$ cat src/rtl/alu_cmd_sequencer_if.sv
// Command/response handshake bundle between an ALU exerciser client and
// the alu_cmd_sequencer. The client side drives commands and consumes
// responses (master); the sequencer accepts commands and produces
// responses (slave).
interface alu_cmd_sequencer_if #(
  parameter int WIDTH = 4
) ();
  logic             cmd_valid;
  logic             cmd_ready;
  logic [WIDTH-1:0] cmd_a;
  logic [WIDTH-1:0] cmd_b;
  logic [2:0]       cmd_op;

  logic             rsp_valid;
  logic             rsp_ready;
  logic [2:0]       rsp_op;
  logic [WIDTH-1:0] rsp_result;
  logic             rsp_carry;
  logic             rsp_mismatch;

  modport master (
    output cmd_valid, cmd_a, cmd_b, cmd_op, rsp_ready,
    input  cmd_ready, rsp_valid, rsp_op, rsp_result, rsp_carry, rsp_mismatch
  );

  modport slave (
    input  cmd_valid, cmd_a, cmd_b, cmd_op, rsp_ready,
    output cmd_ready, rsp_valid, rsp_op, rsp_result, rsp_carry, rsp_mismatch
  );
endinterface

$ cat src/rtl/alu_cmd_sequencer.sv
// ALU exerciser front end: accepts one command at a time, drives it into an
// external ALU, samples the ALU outputs a fixed number of cycles later,
// compares them with an internal reference model and returns the sampled
// values plus a mismatch flag. Mismatching responses are counted in a
// saturating error counter that only reset clears.
module alu_cmd_sequencer #(
  parameter int WIDTH       = 4,
  parameter int ALU_LAT     = 1,
  parameter int CHECK_CARRY = 1,
  parameter int CNT_W       = 8
) (
  input  logic                clk,
  input  logic                rst,
  alu_cmd_sequencer_if.slave  bus,
  output logic [WIDTH-1:0]    alu_a_o,
  output logic [WIDTH-1:0]    alu_b_o,
  output logic [2:0]          alu_op_o,
  input  logic [WIDTH-1:0]    alu_result_i,
  input  logic                alu_carry_i,
  output logic [CNT_W-1:0]    err_count_o
);

  // Wait counter is 4 bits wide because the latency is limited to 1..15.
  localparam logic [3:0] LAT_INIT = 4'(ALU_LAT);
  localparam logic       CHK_C    = (CHECK_CARRY != 0);

  typedef enum logic [1:0] {
    S_IDLE = 2'd0,
    S_WAIT = 2'd1,
    S_RESP = 2'd2
  } state_t;

  // Reference model: returns {expected carry, expected result}.
  function automatic logic [WIDTH:0] ref_model(
    input logic [2:0]       op,
    input logic [WIDTH-1:0] a,
    input logic [WIDTH-1:0] b
  );
    logic [WIDTH:0] r;
    r = '0;
    case (op)
      3'b000:  r = {1'b0, a} + {1'b0, b};
      3'b001:  r = {(a < b), a - b};
      3'b010:  r = {1'b0, a & b};
      3'b011:  r = {1'b0, a | b};
      3'b100:  r = {1'b0, a ^ b};
      3'b101:  r = {1'b0, ~a};
      3'b110:  r = {a[WIDTH-1], a[WIDTH-2:0], 1'b0};
      3'b111:  r = {a[0], 1'b0, a[WIDTH-1:1]};
      default: r = '0;
    endcase
    return r;
  endfunction

  state_t           state_q, state_d;
  logic [3:0]       cnt_q, cnt_d;
  logic [WIDTH-1:0] alu_a_q, alu_a_d;
  logic [WIDTH-1:0] alu_b_q, alu_b_d;
  logic [2:0]       alu_op_q, alu_op_d;
  logic [WIDTH:0]   exp_q, exp_d;
  logic             cmd_ready_q, cmd_ready_d;
  logic             rsp_valid_q, rsp_valid_d;
  logic [2:0]       rsp_op_q, rsp_op_d;
  logic [WIDTH-1:0] rsp_result_q, rsp_result_d;
  logic             rsp_carry_q, rsp_carry_d;
  logic             rsp_mismatch_q, rsp_mismatch_d;
  logic [CNT_W-1:0] err_q, err_d;
  logic             mismatch_s;

  // Next-state and datapath decode for the IDLE/WAIT/RESP command sequencer.
  always_comb begin
    state_d        = state_q;
    cnt_d          = cnt_q;
    alu_a_d        = alu_a_q;
    alu_b_d        = alu_b_q;
    alu_op_d       = alu_op_q;
    exp_d          = exp_q;
    rsp_valid_d    = rsp_valid_q;
    rsp_op_d       = rsp_op_q;
    rsp_result_d   = rsp_result_q;
    rsp_carry_d    = rsp_carry_q;
    rsp_mismatch_d = rsp_mismatch_q;
    err_d          = err_q;
    mismatch_s     = (alu_result_i != exp_q[WIDTH-1:0]) |
                     (CHK_C & (alu_carry_i != exp_q[WIDTH]));

    case (state_q)
      S_IDLE: begin
        if (bus.cmd_valid && cmd_ready_q) begin
          alu_a_d  = bus.cmd_a;
          alu_b_d  = bus.cmd_b;
          alu_op_d = bus.cmd_op;
          exp_d    = ref_model(bus.cmd_op, bus.cmd_a, bus.cmd_b);
          cnt_d    = LAT_INIT;
          state_d  = S_WAIT;
        end else begin
          state_d  = S_IDLE;
        end
      end
      S_WAIT: begin
        // Count 1 means this edge is ALU_LAT cycles after the accept edge.
        if (cnt_q <= 4'd1) begin
          rsp_result_d   = alu_result_i;
          rsp_carry_d    = alu_carry_i;
          rsp_op_d       = alu_op_q;
          rsp_mismatch_d = mismatch_s;
          rsp_valid_d    = 1'b1;
          cnt_d          = 4'd0;
          state_d        = S_RESP;
        end else begin
          cnt_d          = cnt_q - 4'd1;
        end
      end
      S_RESP: begin
        if (bus.rsp_ready) begin
          rsp_valid_d = 1'b0;
          state_d     = S_IDLE;
          if (rsp_mismatch_q && (err_q != {CNT_W{1'b1}})) begin
            err_d = err_q + {{(CNT_W-1){1'b0}}, 1'b1};
          end else begin
            err_d = err_q;
          end
        end else begin
          state_d = S_RESP;
        end
      end
      default: begin
        rsp_valid_d = 1'b0;
        state_d     = S_IDLE;
      end
    endcase

    cmd_ready_d = (state_d == S_IDLE);
  end

  // State and output registers; reset discards any in-flight command.
  always_ff @(posedge clk or posedge rst) begin
    if (rst) begin
      state_q        <= S_IDLE;
      cnt_q          <= 4'd0;
      alu_a_q        <= '0;
      alu_b_q        <= '0;
      alu_op_q       <= 3'd0;
      exp_q          <= '0;
      cmd_ready_q    <= 1'b1;
      rsp_valid_q    <= 1'b0;
      rsp_op_q       <= 3'd0;
      rsp_result_q   <= '0;
      rsp_carry_q    <= 1'b0;
      rsp_mismatch_q <= 1'b0;
      err_q          <= '0;
    end else begin
      state_q        <= state_d;
      cnt_q          <= cnt_d;
      alu_a_q        <= alu_a_d;
      alu_b_q        <= alu_b_d;
      alu_op_q       <= alu_op_d;
      exp_q          <= exp_d;
      cmd_ready_q    <= cmd_ready_d;
      rsp_valid_q    <= rsp_valid_d;
      rsp_op_q       <= rsp_op_d;
      rsp_result_q   <= rsp_result_d;
      rsp_carry_q    <= rsp_carry_d;
      rsp_mismatch_q <= rsp_mismatch_d;
      err_q          <= err_d;
    end
  end

  assign bus.cmd_ready    = cmd_ready_q;
  assign bus.rsp_valid    = rsp_valid_q;
  assign bus.rsp_op       = rsp_op_q;
  assign bus.rsp_result   = rsp_result_q;
  assign bus.rsp_carry    = rsp_carry_q;
  assign bus.rsp_mismatch = rsp_mismatch_q;
  assign alu_a_o          = alu_a_q;
  assign alu_b_o          = alu_b_q;
  assign alu_op_o         = alu_op_q;
  assign err_count_o      = err_q;

endmodule

$ cat src/flat_wrapper.sv
// flat-port wrapper written by rule: the top's interface ports become plain ports
module alu_cmd_sequencer_flat 
#(
  parameter int WIDTH       = 4,
  parameter int ALU_LAT     = 1,
  parameter int CHECK_CARRY = 1,
  parameter int CNT_W       = 8
)
  (clk, rst, alu_a_o, alu_b_o, alu_op_o, alu_result_i, alu_carry_i, err_count_o, bus_cmd_valid, bus_cmd_a, bus_cmd_b, bus_cmd_op, bus_rsp_ready, bus_cmd_ready, bus_rsp_valid, bus_rsp_op, bus_rsp_result, bus_rsp_carry, bus_rsp_mismatch);
  alu_cmd_sequencer_if #(.WIDTH(WIDTH)) bus_i ();
  input  logic clk;
  input  logic rst;
  output logic [WIDTH-1:0] alu_a_o;
  output logic [WIDTH-1:0] alu_b_o;
  output logic [2:0] alu_op_o;
  input  logic [WIDTH-1:0] alu_result_i;
  input  logic alu_carry_i;
  output logic [CNT_W-1:0] err_count_o;
  input wire logic [$bits(bus_i.cmd_valid)-1:0] bus_cmd_valid;
  input wire logic [$bits(bus_i.cmd_a)-1:0] bus_cmd_a;
  input wire logic [$bits(bus_i.cmd_b)-1:0] bus_cmd_b;
  input wire logic [$bits(bus_i.cmd_op)-1:0] bus_cmd_op;
  input wire logic [$bits(bus_i.rsp_ready)-1:0] bus_rsp_ready;
  output wire logic [$bits(bus_i.cmd_ready)-1:0] bus_cmd_ready;
  output wire logic [$bits(bus_i.rsp_valid)-1:0] bus_rsp_valid;
  output wire logic [$bits(bus_i.rsp_op)-1:0] bus_rsp_op;
  output wire logic [$bits(bus_i.rsp_result)-1:0] bus_rsp_result;
  output wire logic [$bits(bus_i.rsp_carry)-1:0] bus_rsp_carry;
  output wire logic [$bits(bus_i.rsp_mismatch)-1:0] bus_rsp_mismatch;
  assign bus_i.cmd_valid = bus_cmd_valid;
  assign bus_i.cmd_a = bus_cmd_a;
  assign bus_i.cmd_b = bus_cmd_b;
  assign bus_i.cmd_op = bus_cmd_op;
  assign bus_i.rsp_ready = bus_rsp_ready;
  assign bus_cmd_ready = bus_i.cmd_ready;
  assign bus_rsp_valid = bus_i.rsp_valid;
  assign bus_rsp_op = bus_i.rsp_op;
  assign bus_rsp_result = bus_i.rsp_result;
  assign bus_rsp_carry = bus_i.rsp_carry;
  assign bus_rsp_mismatch = bus_i.rsp_mismatch;
  alu_cmd_sequencer #(.WIDTH(WIDTH), .ALU_LAT(ALU_LAT), .CHECK_CARRY(CHECK_CARRY), .CNT_W(CNT_W)) u_core (.clk(clk), .rst(rst), .bus(bus_i), .alu_a_o(alu_a_o), .alu_b_o(alu_b_o), .alu_op_o(alu_op_o), .alu_result_i(alu_result_i), .alu_carry_i(alu_carry_i), .err_count_o(err_count_o));
endmodule
$ cat config.mk
export PLATFORM = sky130hd
export DESIGN_NAME = alu_cmd_sequencer_flat
export DESIGN_NICKNAME = d
export VERILOG_FILES = /design/src/rtl/alu_cmd_sequencer_if.sv /design/src/rtl/alu_cmd_sequencer.sv /design/src/flat_wrapper.sv
export SDC_FILE = /design/constraint.sdc
export NUM_CORES = 1
export LEC_CHECK = 0
export CORE_MARGIN = 8
export CORE_UTILIZATION = 30
export CTS_CLUSTER_SIZE = 16
export DETAILED_ROUTE_END_ITERATION = 6
export PLACE_DENSITY_LB_ADDON = 0.12
export SYNTH_ARGS = -nofsm -noshare
export SYNTH_HDL_FRONTEND = slang
export SYNTH_SLANG_ARGS = --single-unit
$ cat constraint.sdc
create_clock -name clk -period 1.85 [get_ports clk]
set_input_delay 0.185 -clock clk [delete_from_list [all_inputs] [get_ports clk]]
set_output_delay 0.185 -clock clk [all_outputs]
set_load 0.01 [all_outputs]
---- Word-level counts from Yosys, hierarchy flattened ----
Index checks and enable logic that the tools add are counted.
word-level totals
  flip-flop bits (word level) ............. 41
  input port bits ......................... 20
  output and inout port bits .............. 30
  logic and storage cells ................. 62
operators by class
  add/sub/neg operators ................... 4
  order comparisons ....................... 2
  equal/unequal tests ..................... 15
  muxes and demuxes ....................... 11
  bitwise logic cells ..................... 6
  reductions and logical operators ........ 11
operators by type and width
  operator                                                        count
  case mux 5 bit (8 select lines)                                 1
  == test 3 bit, second input constant                            4
  adder 8 x 1 -> 8 bit, second input constant                     1
  2-to-1 mux 4 bit                                                2
  inequality test 8 bit, second input constant                    1
  case mux 4 bit (2 select lines)                                 1
  == test 3 x 2 -> 1 bit, second input constant                   2
  case mux 2 bit (3 select lines)                                 1
  AND reduction 2 bit                                             3
  AND reduction 3 bit                                             2
  adder 4 x 4 -> 5 bit                                            1
  bitwise AND 4 bit                                               1
  less-or-equal comparator 4 x 1 -> 1 bit, second input constant  1
  zero test 2 bit                                                 2
  < comparator 4 bit                                              1
  2-to-1 mux 2 bit                                                2
  inequality test 2 x 1 -> 1 bit, second input constant           2
  inequality test 4 bit                                           1
  inverter 4 bit                                                  1
  bitwise OR 4 bit                                                1
  subtractor 4 x 1 -> 4 bit, second input constant                1
  subtractor 4 bit                                                1
  XOR 4 bit                                                       1
  == test 3 x 1 -> 1 bit, second input constant                   1
  other kinds (11)                                                14

---- Longest topological paths before layout ----
  depth after elaboration ................. 4
  gate-level depth with buffers ........... 8
  gate-level depth less buffers ........... 8

---- Least setup slack after synthesis ----
No wires, ideal clock.
  path kind ............................... reg2reg
  start ................................... register u_core.err_q[0], in the netlist u_core.err_count_o[0]
  end ..................................... register u_core.err_q[1], in the netlist u_core.err_count_o[1]
  library setup time ...................... 0.125 ns
  arrival ................................. 1.489 ns
  required time ........................... 1.725 ns
  setup slack ............................. 0.236 ns
  cell stages (with the launch flop) ...... 5
  buffers on the path ..................... 0
  clock period less this slack ............ 1.614 ns
  cell sequence ........................... dfrtp_1 > ha_1 > and3_1 > a31oi_4 > mux2_2
on the way
  word-level cells in the longest chain between the ends .. 3
  elaborated cells on any way between the ends .. 4
  classes of those cells .................. 1 x add/sub; 1 x eq/ne; 2 x reduce/logical
RTL lines
  what                                                          RTL line                  text
  start, declared                                               alu_cmd_sequencer.sv:67   logic [CNT_W-1:0] err_q, err_d;
  start signal, assigned                                        alu_cmd_sequencer.sv:165  err_q <= err_d;
  branches (longest 3 deep; another with adder 8 x 1 -> 8 bit)  -
Several ways; the timed one is not identified.
A chain may end at the register's enable or synchronous reset.

---- Worst setup path in the final report ----
  start ................................... input port bus_cmd_b[1]
  end ..................................... register u_core.exp_q[3]
on the way
  word-level cells in the longest chain between the ends .. 2
  elaborated cells on any way between the ends .. 3
  classes of those cells .................. 2 x add/sub; 1 x mux
RTL lines
  what                                                      RTL line                                          text
  start, declared                                           flat_wrapper.sv:21                                input wire logic [$bits(bus_i.cmd_b)-1:0] bus_cmd_b;
  subtractor 4 bit or adder 4 x 4 -> 5 bit (tied branches)  alu_cmd_sequencer.sv:43, alu_cmd_sequencer.sv:42
  case mux 5 bit (8 select lines) *                         alu_cmd_sequencer.sv:41                           case (op)
  end signal, assigned                                      alu_cmd_sequencer.sv:158                          exp_q <= exp_d;
  end, declared                                             alu_cmd_sequencer.sv:60                           logic [WIDTH:0] exp_q, exp_d;
Every way passes the cells marked *; elsewhere a longest branch is shown, timed or not.

==> flow_summary.ini <==
[routing]
firstDrtPassIters = 4
wl_met2_mm = 2.678
met1_length_mm = 2.584
route.detailed.drc = 0
wl_per_cell_um = 13.51
wl_met3_um = 228
drtAntennaViolNets = 0
drtIter0Drc = 47
highest_layer = met4
routed_via_density = 4.607
totalWireLength_mm = 5.541
route.vias.total = 1889

[global_routing]
antenna_found_initial = 0
grt_pass1_vias = 1960
grt_use_total = 0.1066
grt_pass1_wl_mm = 9.653
grt_overflow = 0
grt_max_degree = 42

[synthesis]
synth_nets = 275
ys_ff_latch = 41
netlist_area_um2 = 2321
synthFlopType = dfrtp_1
synth_seq_area_share = 0.4426
synth_edf_count = 0
yosysWarnings = 0
ys_async_sr_fraction = 1.000
ys_types = 38
netlist_instances = 238
syn_area_per_cell_um2 = 9.752

[setup_path]
r2r_cells = 4
endpoint_kind = flip-flop
crit_arrival_ns = 1.89
critPathLaunchType = primary input
cp.required_ns = 2.03
path_class = in2reg
cp_max_fo = 5

[placement]
numPortBuffers = 49
gp_congestion = 0.8226
place_ws_ns = -0.2662
hpwlAfterDp_mm = 4.225

[cts]
cts-root-buf = clkbuf_8
path_clk_slew_ns = 0.09
post_cts_buffers = 0
cts_buffers = 5
cts_buffer_depth = 2
clock_latency_ns = 0.29
clkSinkCount = 41
cts_tree = built
cts_max_level = 2

[floorplan]
die_area_um2 = 10810
floorplan.die.height_um = 104.0
dieWidth_um = 104.0
rows = 32
initial_utilization = 0.3051
core_area_um2 = 7607
io_pins = 50

[cells_and_area]
layout.nets = 344
area_delta_synth_final_pct = 37.90
num_antenna_cells = 0
drive_above_1_share = 0.1623
fill_cells = 785

[timing]
layout_min_cycle_time_ns = 1.706
fin_crit_sh = 0.9223
drv_slew = 0
fmax_mhz = 586.0
hold_viol = 0
relSlewSlack = 0.7431
worstMarginPinSlew_ns = 0.3841
rsz0062_at_grt = no
whs_ns = 0.2453
setup_ws_ns = 0.1437
fin_skew_ns = 0.003984
setup_viol = 0

[outcome]
outcome = complete, no violations

[hold_path]
min_path_type = in2async

[job]
maxCapViolations = 0

[power_and_ir_drop]
power_density_nw_per_um2 = 1255
fin_total_pwr_uw = 4017
ir_drop_uv = 383.7
cellLeakagePower_uw = 0.001429
-- per-layer routing --
metal,global-route usage,vias up
met1,0.1321,891
met4,0.03413,0
met3,0.02912,4
met2,0.1751,35
li1,-,959
met5,0,-
-- power by group --
part	leakage [uW]	internal, uW	switching (uW)
Sequential	0.000509	1270	262
Combinational	0.000866	958	785
Clock	0.0000543	404	337
Total	0.00143	2630	1380
-- cells in the mapped netlist, types with 3 or more instances --
cell type,count,area share
xor2_1,5,0.019
a21oi_1,11,0.024
nand4_1,6,0.016
and3_1,4,0.011
inv_1,15,0.024
nor3_1,3,0.0065
xnor2_1,10,0.038
nand2b_1,3,0.0081
clkbuf_1,3,0.0049
nor2_1,13,0.021
dfrtp_1,40,0.43
o21ai_0,28,0.060
buf_4,3,0.0097
nand2_1,32,0.052
ha_1,15,0.081
nand3_1,4,0.0086
mux2_2,12,0.058
buf_2,3,0.0065
-- kinds of logic after synthesis --
family / synth area share
xor+xnor: 0.05660
buf+inv: 0.04528
mux: 0.06253
compound gates: 0.1461
fa+ha+maj: 0.09811
simple gates: 0.1488
flops: 0.4426
-- cells in the final DEF (no fill, tap or decap), types with 3 or more instances in the layout --
cell type         n
mux2_2           12
clkbuf_8          5
inv_1            15
o21ai_0          28
clkdlybuf4s50_1  47
dfrtp_1          40
nor3_1            3
nand3_1           4
a21oi_1           9
xor2_1            5
buf_4            21
ha_1             14
nand2_1          32
nand4_1           6
and3_1            4
nor2_1           13
xnor2_1          10
nand2b_1          3
-- critical path, cell delays in order --
cell and delay (ns):
clkdlybuf4s50_1 0.48, inv_1 0.12, ha_1 0.35, a21o_1 0.20, a21oi_1 0.18, xnor2_1 0.09
o31ai_1 0.18, o21ai_0 0.10
-- path summary, 6_finish.rpt --
| kind | from | end | slack (ns) |
|---|---|---|---|
| setup / recovery | bus_cmd_b[1] | u_core.exp_q[3]$_DFFE_PP0P_ | 0.14 |
| hold / removal | rst | u_core.err_count_o[7]$_DFFE_PP0P_ | 0.25 |
| setup reg to reg | u_core.err_count_o[0]$_DFFE_PP0P_ | u_core.err_count_o[1]$_DFFE_PP0P_ | 0.17 |
| hold reg to reg | u_core.alu_b_o[0]$_DFFE_PP0P_ | u_core.alu_b_o[0]$_DFFE_PP0P_ | 0.49 |
| max in group asynchronous | rst | u_core.bus.cmd_ready$_DFF_PP1_ | 1.34 |
| min in group clk | bus_cmd_b[0] | u_core.alu_b_o[0]$_DFFE_PP0P_ | 0.25 |
-- through the flow --
step | instances | cell area, um^2 | util | setup TNS [ns]
2_1_floorplan | 238 | 2321 | - | 0
3_3_place_gp | 402 | 3068 | 0.4033 | -0.5670
3_5_place_dp | 402 | 3068 | 0.4033 | -0.6404
4_1_cts | 410 | 3183 | 0.4184 | 0
5_1_grt | 410 | 3201 | 0.4207 | 0
6_report | 410 | 3201 | 0.4207 | 0
-- final cells by class --
class / count / area, um^2 / share of cell area
Multi-Input combinational cell: 173 / 1201 / 0.3753
Sequential cell: 41 / 1027 / 0.3210
Timing Repair Buffer: 71 / 673.1 / 0.2103
Tap cell: 102 / 127.6 / 0.03987
Clock buffer: 5 / 68.82 / 0.02150
Inverter: 15 / 56.30 / 0.01759
Clock inverter: 3 / 46.29 / 0.01446
-- state kept, by name, summed over array words and instances (netlist names) --
signal and flops:
u_core.bus.rsp_valid 1, u_core.alu_a_o 4, u_core.bus.rsp_carry 1, u_core.exp_q 5, u_core.bus.rsp_op 3, u_core.bus.rsp_mismatch 1
u_core.alu_op_o 3, u_core.err_count_o 8, u_core.bus.cmd_ready 1, u_core.state_q 2, u_core.cnt_q 4, u_core.bus.rsp_result 4
u_core.alu_b_o 4
-- repair_timing --
item	in CTS	in global routing
setup endpoints to repair	0	2
gates resized for setup	0	6
endpoints found under the hold margin	0	0
hold buffers	0	0
No activity file was read; power rests on OpenSTA's default activity.
